`config.mk`:
```
export PLATFORM = sky130hd
export DESIGN_NAME = mic_ctrl_flat
export DESIGN_NICKNAME = d
export VERILOG_FILES = /design/src/rtl/audio_pkg.sv /design/src/rtl/mic_ctrl_if.sv /design/src/rtl/i2s_clk_gen.sv /design/src/rtl/mic_ctrl.sv /design/src/flat_wrapper.sv
export SDC_FILE = /design/constraint.sdc
export NUM_CORES = 1
export LEC_CHECK = 0
export ABC_AREA = 1
export ABC_CLOCK_PERIOD_IN_PS = 1500
export BUFFER_PORTS_ARGS = -buffer_cell sky130_fd_sc_hd__buf_2
export CORE_UTILIZATION = 57
export CTS_CLUSTER_DIAMETER = 120
export DETAILED_ROUTE_END_ITERATION = 10
export PLACE_DENSITY = 0.79
export SYNTH_ARGS = -nofsm -noshare
export SYNTH_HDL_FRONTEND = slang
export SYNTH_SLANG_ARGS = --single-unit
```
`constraint.sdc`:
```
create_clock -name clk -period 1.5 [get_ports clk]
set_input_delay 0.15 -clock clk [delete_from_list [all_inputs] [get_ports clk]]
set_output_delay 0.15 -clock clk [all_outputs]
set_load 0.05 [all_outputs]
```
`src/rtl/audio_pkg.sv`:
```
// Constants shared by the I2S capture (mic) and playback (speaker) paths.
// Both derive every audio clock and slot decode from one 9-bit counter.
package audio_pkg;
    localparam int AUDIO_W  = 16;
    localparam int CNT_W    = 9;
    localparam int SLOTS    = 32;
    localparam int SLOT_W   = 5;
    localparam int PHASE_W  = 4;

    localparam logic [SLOT_W-1:0] SLOT_LEFT_LSB  = 5'd16;
    localparam logic [SLOT_W-1:0] SLOT_RIGHT_LSB = 5'd0;

    localparam int MCLK_BIT = 1;
    localparam int SCK_BIT  = 3;
    localparam int LRCK_BIT = 8;
endpackage

```
`src/rtl/mic_ctrl_if.sv`:
```
// Sample stream from the mic capture path to the DSP/record consumer.
interface mic_ctrl_if;
    import audio_pkg::*;

    logic [AUDIO_W-1:0] sample_left;
    logic [AUDIO_W-1:0] sample_right;
    logic               sample_valid;
    logic               sample_ready;
    logic               overrun;

    modport master (
        output sample_left, sample_right, sample_valid, overrun,
        input  sample_ready
    );
    modport slave (
        input  sample_left, sample_right, sample_valid, overrun,
        output sample_ready
    );
endinterface

```
`src/rtl/i2s_clk_gen.sv`:
```
// Free-running frame counter and I2S clock taps, shared by mic and speaker paths.
// Clocks come straight off counter flops, so they are glitch-free and low while idle.
module i2s_clk_gen
    import audio_pkg::*;
(
    input  logic               clk,
    input  logic               rst_n,
    input  logic               en,
    output logic [CNT_W-1:0]   cnt,
    output logic               mclk,
    output logic               sck,
    output logic               lrck,
    output logic [SLOT_W-1:0]  slot,
    output logic [PHASE_W-1:0] phase
);
    always_ff @(posedge clk or negedge rst_n) begin
        if (!rst_n)
            cnt <= '0;
        else if (!en)
            cnt <= '0;
        else
            cnt <= cnt + CNT_W'(1);
    end

    assign mclk  = cnt[MCLK_BIT];
    assign sck   = cnt[SCK_BIT];
    assign lrck  = cnt[LRCK_BIT];
    assign slot  = cnt[CNT_W-1:PHASE_W];
    assign phase = cnt[PHASE_W-1:0];
endmodule

```
`src/rtl/mic_ctrl.sv`:
```
// I2S master receiver for the audio ADC: drives MCLK/SCK/LRCK, deserialises
// ADC data and hands one left/right pair per 512-clk frame to the consumer.
module mic_ctrl
    import audio_pkg::*;
#(
    parameter int DATA_W       = AUDIO_W,
    parameter int SYNC_STAGES  = 2,
    parameter int SAMPLE_PHASE = 12
) (
    input  logic       clk,
    input  logic       rst_n,
    input  logic       en,
    output logic       audio_mclk,
    output logic       audio_sck,
    output logic       audio_lrck,
    input  logic       audio_sdout,
    mic_ctrl_if.master smp
);
    // Right LSB arrives one slot late (I2S delay), i.e. in slot 0 of the next frame.
    localparam logic [CNT_W-1:0] RIGHT_CAP_CNT = {SLOT_RIGHT_LSB, PHASE_W'(SAMPLE_PHASE)};

    logic [CNT_W-1:0]       cnt;
    logic [SLOT_W-1:0]      slot;
    logic [PHASE_W-1:0]     phase;
    logic [SYNC_STAGES-1:0] sync_q;
    logic [DATA_W-1:0]      shreg;
    logic [DATA_W-1:0]      left_hold;
    logic [DATA_W-1:0]      word;
    logic                   primed;
    logic                   sd_s;
    logic                   cap;

    i2s_clk_gen u_clk_gen (
        .clk   (clk),
        .rst_n (rst_n),
        .en    (en),
        .cnt   (cnt),
        .mclk  (audio_mclk),
        .sck   (audio_sck),
        .lrck  (audio_lrck),
        .slot  (slot),
        .phase (phase)
    );

    assign sd_s = sync_q[SYNC_STAGES-1];
    assign cap  = en && (phase == PHASE_W'(SAMPLE_PHASE));
    assign word = {shreg[DATA_W-2:0], sd_s};

    always_ff @(posedge clk or negedge rst_n) begin
        if (!rst_n) begin
            sync_q           <= '0;
            shreg            <= '0;
            left_hold        <= '0;
            primed           <= 1'b0;
            smp.sample_left  <= '0;
            smp.sample_right <= '0;
            smp.sample_valid <= 1'b0;
            smp.overrun      <= 1'b0;
        end else begin
            sync_q      <= {sync_q[SYNC_STAGES-2:0], audio_sdout};
            smp.overrun <= 1'b0;

            if (smp.sample_valid && smp.sample_ready)
                smp.sample_valid <= 1'b0;

            // A pending pair survives en=0; only the capture pipeline is flushed.
            if (!en) begin
                shreg     <= '0;
                left_hold <= '0;
                primed    <= 1'b0;
            end else if (cap) begin
                shreg <= word;
                if (slot == SLOT_LEFT_LSB) begin
                    left_hold <= word;
                    primed    <= 1'b1;
                end
                // Unprimed means the left half was never seen: drop the pair silently.
                if (cnt == RIGHT_CAP_CNT && primed) begin
                    if (!smp.sample_valid || smp.sample_ready) begin
                        smp.sample_left  <= left_hold;
                        smp.sample_right <= word;
                        smp.sample_valid <= 1'b1;
                    end else begin
                        smp.overrun <= 1'b1;
                    end
                end
            end
        end
    end
endmodule

```
`src/flat_wrapper.sv`:
```
// flat-port wrapper written by rule: the top's interface ports become plain ports
module mic_ctrl_flat import audio_pkg::*;
#(
    parameter int DATA_W       = AUDIO_W,
    parameter int SYNC_STAGES  = 2,
    parameter int SAMPLE_PHASE = 12
)
  (clk, rst_n, en, audio_mclk, audio_sck, audio_lrck, audio_sdout, smp_sample_left, smp_sample_right, smp_sample_valid, smp_overrun, smp_sample_ready);
  mic_ctrl_if smp_i ();
  input  logic clk;
  input  logic rst_n;
  input  logic en;
  output logic audio_mclk;
  output logic audio_sck;
  output logic audio_lrck;
  input  logic audio_sdout;
  output wire logic [$bits(smp_i.sample_left)-1:0] smp_sample_left;
  output wire logic [$bits(smp_i.sample_right)-1:0] smp_sample_right;
  output wire logic [$bits(smp_i.sample_valid)-1:0] smp_sample_valid;
  output wire logic [$bits(smp_i.overrun)-1:0] smp_overrun;
  input wire logic [$bits(smp_i.sample_ready)-1:0] smp_sample_ready;
  assign smp_sample_left = smp_i.sample_left;
  assign smp_sample_right = smp_i.sample_right;
  assign smp_sample_valid = smp_i.sample_valid;
  assign smp_overrun = smp_i.overrun;
  assign smp_i.sample_ready = smp_sample_ready;
  mic_ctrl #(.DATA_W(DATA_W), .SYNC_STAGES(SYNC_STAGES), .SAMPLE_PHASE(SAMPLE_PHASE)) u_core (.clk(clk), .rst_n(rst_n), .en(en), .audio_mclk(audio_mclk), .audio_sck(audio_sck), .audio_lrck(audio_lrck), .audio_sdout(audio_sdout), .smp(smp_i));
endmodule
```
==> flow_summary_export.csv <==
group,metric,value,unit
run,max-cap-violations,0,
worst_setup_path,worstRegToRegCells,8,
clock_tree,cts.sinks,77,
pwr,totalPowerFinal,3.85,mW
sta,slew_viol_final,0,
route,num_vias,2714,
die,design.die.area,6030,sq um
yosys,synth.top_cell.area_share,0.590,
finish,fin_nets,425,
clock_tree,cts_buffer_depth,2,
sta,hold_violations,0,
clock_tree,clock_latency,0.35,ns
placed_design,hpwl,4390,um
sta,worst_pin_slew,0.498,ns
pwr,leakagePower,2.23,nW
route,routedWlPerCell,15.1,um
grt,grt_pass1_vias,2471,
finish,n_antenna_cell,0,
yosys,ys.flop_type,"dfrtp_1",
die,dieHeight,77.7,um
finish,final_common_cell,"nand2_1",
route,drt-pass1-iter-count,4,
sta,fin_setup_tns,0,ns
grt,grt.overflow.total,0,
die,rows,27,
route,drtAntennaViolNets,0,
sta,skew,0.0108,ns
sta,relSlewSlack,0.668,
placed_design,gp_congestion,0.796,
clock_tree,cts_buffers,9,
grt,grt_max_degree,42,
pwr,max-vdd-ir-drop,0.730,mV
sta,setup_violations,0,
worst_hold_path,hold_depth,3,
finish,final_cell_mix,"nand2_1 (141), dfrtp_1 (75), buf_2 (41), nand4_1 (35)",
yosys,async_flop_share,1.00,
yosys,synth_cells,366,
worst_setup_path,cp_max_fo,20,
yosys,synth-warning-count,0,
yosys,synth_nets,373,
pwr,powerDensity,978,nW/um^2
grt,antenna_found_initial,0,
clock_tree,path_clk_slew,0.08,ns
status,status,"finished, final reports clean",
yosys,avgSynthCellArea,8.92,sq um
worst_setup_path,critPathRequiredTime,1.79,ns
sta,fin_crit,1.46,ns
yosys,yosysSeqAreaShare,0.590,
placed_design,placed_area,3580,sq um
finish,drive_above_1_share,0.220,
yosys,yosys_register_bits,77,
die,core_area,5510,sq um
worst_setup_path,crit_path_top_delay_cell,"dfrtp_2",
yosys,synth_edf_count,0,
sta,fmax,0.684,GHz
worst_setup_path,slowest_delay,0.43,ns
sta,fin_crit_sh,0.974,
route,wl,7490,um
worst_hold_path,min_path_type,"in -> reg",
clock_tree,root_buffer,"clkbuf_8",
worst_setup_path,crit_path_end_kind,"flip-flop",
finish,post-route-util,0.715,
yosys,yosysUniqueCellTypes,19,
die,boundaryPins,42,
sta,rsz0062_at_grt,"true",
worst_setup_path,path_class,"reg -> reg",
clock_tree,htreeDepth,3,
grt,grt.total_usage,0.256,
finish,syn_to_final_growth,20.6,%
clock_tree,cts_tree,"done",
worst_setup_path,startpoint_type,"flip-flop",
yosys,synthTopCellsByArea,"dfrtp_1 (59%), nand2_1 (17%), nand4_1 (6.7%)",
worst_setup_path,crit_chain,"inv_2 > ha_4 > nand3_4 > nor2_4 > buf_12 > clkbuf_16 > nand3_1 > nand2_1",
yosys,yosys.area.top_type,"dfrtp_1",
worst_setup_path,arrival,1.75,ns
finish,fin_area,3940,sq um
route,dr.first_iter.drc_count,208,
grt,grt_pass1_wl,11600,um
route,drc,0,
route,vias_per_cell,5.48,
die,initial_utilization,0.593,
placed_design,portBuffers,41,
yosys,syn_area,3260,sq um
finish,fillCellCount,420,
die,die_w,77.7,um
critical path: cells and delay by family, from the launching register on:
family | cells | cell delay, ns
and+or+nand+nor | 4 | 0.43
DFF | 1 | 0.43
adders and majority gates | 1 | 0.12
buffers and inverters | 3 | 0.40
flip-flops by register name, indices dropped and copies added (netlist names):
| name | count |
|---|---|
| u_core.smp.sample_right | 16 |
| u_core.smp.overrun | 1 |
| u_core.shreg | 15 |
| u_core.sync_q | 2 |
| u_core.smp.sample_left | 16 |
| u_core.smp.sample_valid | 1 |
| u_core.left_hold | 16 |
| u_core.primed | 1 |
| u_core.u_clk_gen.cnt | 9 |
final timing paths:
path | slack [ns] | from | end
max | 0.04 | u_core.u_clk_gen.cnt[1] | u_core.left_hold[6]
min | 0.11 | en | u_core.u_clk_gen.cnt[0]
max reg2reg | 0.04 | u_core.u_clk_gen.cnt[1] | u_core.left_hold[6]
min reg2reg | 0.36 | u_core.sync_q[0] | u_core.sync_q[1]
max in group asynchronous | 0.72 | rst_n | u_core.u_clk_gen.cnt[1]
min in group asynchronous | 0.40 | rst_n | u_core.smp.overrun
kinds of logic (layout without fill, tap and decap cells):
logic type	after synthesis	after routing	share of synthesized area
adders and majority gates	2	2	0.00767
and+or+nand+nor	219	222	0.296
AOI/OAI and AO/OA	23	23	0.0357
buffers and inverters	45	99	0.0698
DFF	77	77	0.590
report_power, final:
group          internal [mW]  leakage (nW)  total [mW]  switching, mW
clock                  0.860         0.106        1.63          0.771
combinational         0.0361          1.06       0.125         0.0893
sequential              2.08          1.07        2.09        0.00922
cell type report:
type                            instances  area [sq um]  area share
Sequential cell                        77          1930       0.490
Tap cell                               72          90.1      0.0229
Multi-Input combinational cell        247          1200       0.305
Clock inverter                          5          56.3      0.0143
Timing Repair Buffer                   62           430       0.109
Clock buffer                           11           151      0.0385
Inverter                               21          78.8      0.0200
timing repair:
item | in CTS | in global routing
hold buffers | 2 | 0
endpoints found under the setup margin | 32 | 52
gates resized for setup | 1 | 9
buffers inserted | 0 | 2
cloned | 1 | 3
pin swaps | 0 | 3
hold endpoints to repair | 78 | 0
cells in the mapped netlist, types with 2 or more instances:
cell      count
a21oi_1       6
inv_1        21
nor2_2        2
nand2_1     145
o21ai_0      16
ha_1          2
nand4_1      35
buf_6         4
dfrtp_1      77
nand3_1      20
clkbuf_1      6
buf_2         8
buf_4         5
nor2_1       14
metal layers:
| metal | track usage | share of wire | wire length, um |
|---|---|---|---|
| met3 | 0.0353 | 0.052 | 386 |
| met2 | 0.410 | 0.49 | 3690 |
| met1 | 0.343 | 0.43 | 3220 |
| met4 | 0.130 | 0.026 | 191 |
| met5 | 0 | 0 | 0 |
metrics by stage:
step / hold WS [ns] / cells / worst slack [ns]
floorplan: -0.146 / 366 / 0.00794
global placement: 0.246 / 471 / 0.00729
detailed placement: 0.252 / 471 / -0.0575
CTS: 0.0930 / 490 / -0.0144
global route: 0.112 / 495 / -0.0312
finish: 0.107 / 495 / 0.0390
(Power assumes the default switching activity.)
